==> config.mk <==
export PLATFORM = sky130hd
export DESIGN_NAME = bicubic_row_tap_buffer
export DESIGN_NICKNAME = d
export VERILOG_FILES = /design/src/rtl/bicubic_pkg.sv /design/src/rtl/line_delay.sv /design/src/rtl/bicubic_row_tap_buffer.sv
export SDC_FILE = /design/constraint.sdc
export NUM_CORES = 1
export LEC_CHECK = 0
export ABC_CLOCK_PERIOD_IN_PS = 1900
export CORE_UTILIZATION = 30
export DETAILED_ROUTE_END_ITERATION = 8
export GPL_TIMING_DRIVEN = 1
export PLACE_DENSITY = 0.55
export RECOVER_POWER = 100
export SYNTH_ARGS = -nofsm -noshare
export SYNTH_HDL_FRONTEND = slang
export SYNTH_HIERARCHICAL = 1
export SYNTH_SLANG_ARGS = --single-unit
==> constraint.sdc <==
create_clock -name clk -period 1.9 [get_ports clk]
set_input_delay 0.19 -clock clk [delete_from_list [all_inputs] [get_ports clk]]
set_output_delay 0.19 -clock clk [all_outputs]
set_load 0.02 [all_outputs]
==> src/rtl/bicubic_pkg.sv <==
// -----------------------------------------------------------------------------
// bicubic_pkg
//   Shared constants and types for the bicubic interpolation datapath.
//   PIX_W      : width of one unsigned pixel sample.
//   DEF_LINE_W : default image line length (samples per row) used as the
//                vertical tap spacing of the row tap buffer.
//   pix_t      : one pixel sample.
// -----------------------------------------------------------------------------
package bicubic_pkg;

  localparam int PIX_W      = 15;
  localparam int DEF_LINE_W = 4;

  typedef logic [PIX_W-1:0] pix_t;

endpackage : bicubic_pkg

==> src/rtl/line_delay.sv <==
// -----------------------------------------------------------------------------
// line_delay
//   Enable-gated delay line, DEPTH entries deep. Every cycle with en=1 the
//   line shifts by one: din enters entry 0 and the oldest entry falls off the
//   end. With en=0 nothing moves, so the delay is counted in enabled cycles,
//   not clock cycles. dout is the oldest entry, i.e. the value that entered
//   DEPTH enables ago. rst clears every entry asynchronously.
//
//   Ports:
//     clk  : rising-edge clock
//     rst  : asynchronous active-high clear of all entries
//     en   : shift enable
//     din  : sample entering the line
//     dout : sample leaving the line (registered)
// -----------------------------------------------------------------------------
module line_delay #(
  parameter int DATA_W = 15,
  parameter int DEPTH  = 4
) (
  input  logic              clk,
  input  logic              rst,
  input  logic              en,
  input  logic [DATA_W-1:0] din,
  output logic [DATA_W-1:0] dout
);

  logic [DATA_W-1:0] taps_q [DEPTH];
  logic [DATA_W-1:0] taps_d [DEPTH];

  always_comb begin
    for (int i = 0; i < DEPTH; i++) begin
      taps_d[i] = taps_q[i];
    end
    if (en) begin
      taps_d[0] = din;
      for (int i = 1; i < DEPTH; i++) begin
        taps_d[i] = taps_q[i-1];
      end
    end
  end

  always_ff @(posedge clk or posedge rst) begin
    if (rst) begin
      for (int i = 0; i < DEPTH; i++) begin
        taps_q[i] <= '0;
      end
    end else begin
      for (int i = 0; i < DEPTH; i++) begin
        taps_q[i] <= taps_d[i];
      end
    end
  end

  assign dout = taps_q[DEPTH-1];

endmodule : line_delay

==> src/rtl/bicubic_row_tap_buffer.sv <==
// -----------------------------------------------------------------------------
// bicubic_row_tap_buffer
//   Input line-buffer stage of the bicubic interpolator. Turns a raster stream
//   of pixel samples into four vertically aligned samples (rows n..n-3) for
//   the 4x4 neighbourhood coefficient stage.
//
//   Handshake: act is a one-sided accept strobe with no back-pressure. A sample
//   on `in` is taken on every rising edge where act=1 and rst=0; when act=0
//   the whole buffer holds and `in` is ignored. There is no output valid flag:
//   downstream counts acceptances to know when the taps hold real history
//   (taps without history read back the reset zeros).
//
//   Ports:
//     clk   : rising-edge clock, sole domain
//     rst   : asynchronous active-high reset, clears all history, wins over act
//     act   : sample accept / shift enable
//     in    : incoming pixel sample
//     out_0 : most recently accepted sample           (row n)
//     out_1 : sample LINE_W acceptances before out_0   (row n-1)
//     out_2 : sample 2*LINE_W acceptances before out_0 (row n-2)
//     out_3 : sample 3*LINE_W acceptances before out_0 (row n-3)
//
//   All outputs come straight from flops; no combinational path from in/act.
// -----------------------------------------------------------------------------
module bicubic_row_tap_buffer
  import bicubic_pkg::*;
#(
  parameter int DATA_W = PIX_W,
  parameter int LINE_W = DEF_LINE_W   // legal 2..1024
) (
  input  logic              clk,
  input  logic              rst,
  input  logic              act,
  input  logic [DATA_W-1:0] in,
  output logic [DATA_W-1:0] out_0,
  output logic [DATA_W-1:0] out_1,
  output logic [DATA_W-1:0] out_2,
  output logic [DATA_W-1:0] out_3
);

  // Row n tap register; the three line delays hang off it.
  logic [DATA_W-1:0] out_0_q;
  logic [DATA_W-1:0] out_0_d;

  logic [DATA_W-1:0] tap_1;
  logic [DATA_W-1:0] tap_2;
  logic [DATA_W-1:0] tap_3;

  always_comb begin
    out_0_d = out_0_q;
    if (act) begin
      out_0_d = in;
    end
  end

  always_ff @(posedge clk or posedge rst) begin
    if (rst) begin
      out_0_q <= '0;
    end else begin
      out_0_q <= out_0_d;
    end
  end

  // Each line delay takes the *current* content of the tap above it, so on an
  // accepting edge the previous row-n sample moves into the first line while
  // the new sample lands in out_0_q. That keeps out_1 exactly LINE_W
  // acceptances behind out_0 (total chain 3*LINE_W+1 entries).
  line_delay #(
    .DATA_W (DATA_W),
    .DEPTH  (LINE_W)
  ) u_line_1 (
    .clk  (clk),
    .rst  (rst),
    .en   (act),
    .din  (out_0_q),
    .dout (tap_1)
  );

  line_delay #(
    .DATA_W (DATA_W),
    .DEPTH  (LINE_W)
  ) u_line_2 (
    .clk  (clk),
    .rst  (rst),
    .en   (act),
    .din  (tap_1),
    .dout (tap_2)
  );

  line_delay #(
    .DATA_W (DATA_W),
    .DEPTH  (LINE_W)
  ) u_line_3 (
    .clk  (clk),
    .rst  (rst),
    .en   (act),
    .din  (tap_2),
    .dout (tap_3)
  );

  assign out_0 = out_0_q;
  assign out_1 = tap_1;
  assign out_2 = tap_2;
  assign out_3 = tap_3;

endmodule : bicubic_row_tap_buffer

# --- After elaboration in Yosys (flattened, before gate mapping) ---
# Index checks and enable logic that the tools add are counted.
word_totals:
  regBits: 195
  elab_cells: 13

# --- Longest topological paths before layout ---
logic_depth:
  ltp_word: 0
  mapped_depth: 3
  ltp_nobuf: 1

# --- Modules after synthesis ---
# The synthesis kept the hierarchy.
modules_own_cells:
  columns: ["module", "cells_each", "n_inst", "area_each_um2", "seq_area_each_um2"]
  rows:
  - ["line_delay", 143, 3, 2650.0, 1501.4]
  - ["bicubic_row_tap_buffer", 33, 1, 616.8, 375.4]

# --- Worst setup path after synthesis ---
# OpenSTA, ideal clock, no wires.
synth_path:
  kind: "input to register"
  from: "input act"
  to: "register u_line_1.taps_q, in the netlist u_line_1/dout[0]"
  t_arrival_ns: 0.772
  n_path_buf: 2
  slack_ns: 1.003
  stages: 3
  required_ns: 1.775
  path_cell_list: "buf_6 -> buf_12 -> mux2_4"
synth_lines:
  columns: ["element", "line", "text"]
  rows:
  - ["start: declaration", "bicubic_row_tap_buffer.sv:33", "input logic act,"]
  - ["end signal: indexed assignment", "line_delay.sv:49", "taps_q[i] <= taps_d[i];"]
  - ["end: declaration", "line_delay.sv:27", "logic [DATA_W-1:0] taps_q [DEPTH];"]
# No word-level cell between the ends.

# --- Worst setup path in the final report ---
layout_path:
  from: "register u_line_1.taps_q, in the netlist u_line_1/dout[3]"
  to: "output out_1[3]"
layout_lines:
  columns: ["element", "line", "text"]
  rows:
  - ["end: declaration", "bicubic_row_tap_buffer.sv:36", "output logic [DATA_W-1:0] out_1,"]
# No word-level cell between the ends.

==> out/qor.yml <==
route.vias.total: 3492
worst_hold_slack_ns: 0.2947
irDropWorstVdd_v: 0.0007183
core_mm2: 0.02793
hold_viol: 0
postRouteAntennaNets: 0
setup_tns_ns: 0
drc_errors: 0
area_growth_pct: 6.587
slew_headroom_pct: 19.16
drt_iter0_markers: 147
startpoint_type: "register"
cellLeakagePower_nw: 3.918
wl_mm: 12.82
synth.yosys.seq_area_share_pct: 56.96
startpoint: "u_line_1/dout[3]"
num_rows: 61
synth.cell_area_mm2: 0.008567
setup_viol: 0
clockBufferDepth: 2
drtPass1Iterations: 4
crit_type: "reg -> out"
path_clk_slew_ns: 0.06
cts_sinks: 195
regArea_mm2: 0.004880
clock_skew_ns: 0.007072
wl_per_cell_um: 14.36
outcome: "complete, no violations"
setup_ws_ns: 0.1576
grt_pass1_vias: 3793
max_cap_viol_count: 0
die_w_um: 171.0
fillers: 2868
power_density_mw_per_mm2: 1429
pre_cts_slack_ns: 0.5494
synth_cells: 462
die-area_mm2: 0.02924
diodes: 0
crit_family: "buffers and inverters"
grt_max_degree: 61
start_util_pct: 30.67
yosysUniqueCellTypes: 7
holdBufCountCts: 0
insertion_delay_ns: 0.42
cp_max_fo: 3
p_total_mw: 13.05
final_common_cell: "dfrtp_1"
min_period_over_period_pct: 91.71
r2r-start: "u_line_1/dout[10]"
cpPeakStageDelay_ns: 0.70
cp-end-kind: "output pin"
report.final.slew_viol_count: 0
hold_class: "in -> async"
cts_resized: 0
path_cells: "dlygate4sd3_1"
htree_levels: 4
grt_pass1_wl_mm: 21.11
crit_arrival_ns: 1.55
cts-root-buf: "clkbuf_16"
cts_tree: "done"
final_util_pct: 32.69
critPathBufInv: 1
grt_use_total_pct: 9.226
gr-total-overflow: 0
postSynthAreaPerCell_um2: 18.54
critPathSlowestCell: "dlygate4sd3_1"
multi_input_area_mm2: 0.002233
dp_hpwl_mm: 8.363
worst-path-stages: 1
critPathRequiredTime_ns: 1.71
grt_setup_unrepaired: "false"
mostFrequentLayoutCells: "dfrtp_1 (195), mux2_1 (180), dlygate4sd3_1 (61)"
yosys_warnings: 6
period_needed_ns: 1.742
ys_ff_latch: 195
die_h_um: 171.0
nets: 521
io_pins: 78
worstMarginPinSlew_ns: 1.213
antenna_found_initial: 0
postCtsSetupRepairBufs: 0
io_buffers: 77
via_per_inst: 3.910
cts_buffers: 17
place_congestion: 0.6948
synth_nets: 480
timing.reg2reg.worst_path_depth: 1
drive_gt1_share_pct: 10.87
fmax_ghz: 0.5739
routing by layer:
layer / routed length (µm) / share of wire [%] / GRT usage, %
met4: 136 / 1.1 / 3.028
met5: 0 / 0 / 0
met1: 7109 / 55 / 14.19
met3: 568 / 4.4 / 2.822
met2: 5010 / 39 / 11.91
synth_stat cells (all sizes together):
library cell  number  area share (%)
inv                4            0.18
dfrtp            195              57
buf               68             8.9
mux2             195              34
state kept, by name, indices dropped and copies added (netlist names):
| name | count |
|---|---|
| u_line_2/dout | 15 |
| u_line_1/dout | 15 |
| out_0 | 15 |
| u_line_1/taps_q | 45 |
| u_line_3/taps_q | 45 |
| u_line_3/dout | 15 |
| u_line_2/taps_q | 45 |
where the power goes:
part	internal (mW)	switching [mW]
clock	2.24	1.55
sequential	5.62	0.871
combinational	1.47	1.29
total	9.34	3.71
cell type report:
cell class | instances | share of cell area [%]
Sequential cell | 195 | 53.44
Inverter | 4 | 0.1644
Multi-Input combinational cell | 195 | 24.46
Tap cell | 378 | 5.180
Timing Repair Buffer | 90 | 9.962
Clock inverter | 12 | 1.946
Clock buffer | 19 | 4.851
stage by stage:
| step | std cells | instance area, µm² |
|---|---|---|
| floorplan | 462 | 8567 |
| finish | 893 | 9131 |
| detailed placement | 862 | 9238 |
| CTS | 893 | 9858 |
| global route | 893 | 9131 |
| global placement | 862 | 9238 |
cells by family after synthesis:
kind of cell,synth area share [%]
muxes,33.96
buffers and inverters,9.084
DFF,56.96
final timing paths:
kind                                       endpoint  slack [ns]
worst max-delay path                       out_1[3]        0.16
worst min-delay path            u_line_2/taps_q[47]        0.29
worst max register to register  u_line_2/taps_q[55]        1.03
worst min register to register     u_line_3/dout[2]        0.48
max in group asynchronous         u_line_2/dout[12]        0.56
min in group clk                          out_0[12]        0.38
Power figures use the tool's default switching activity.
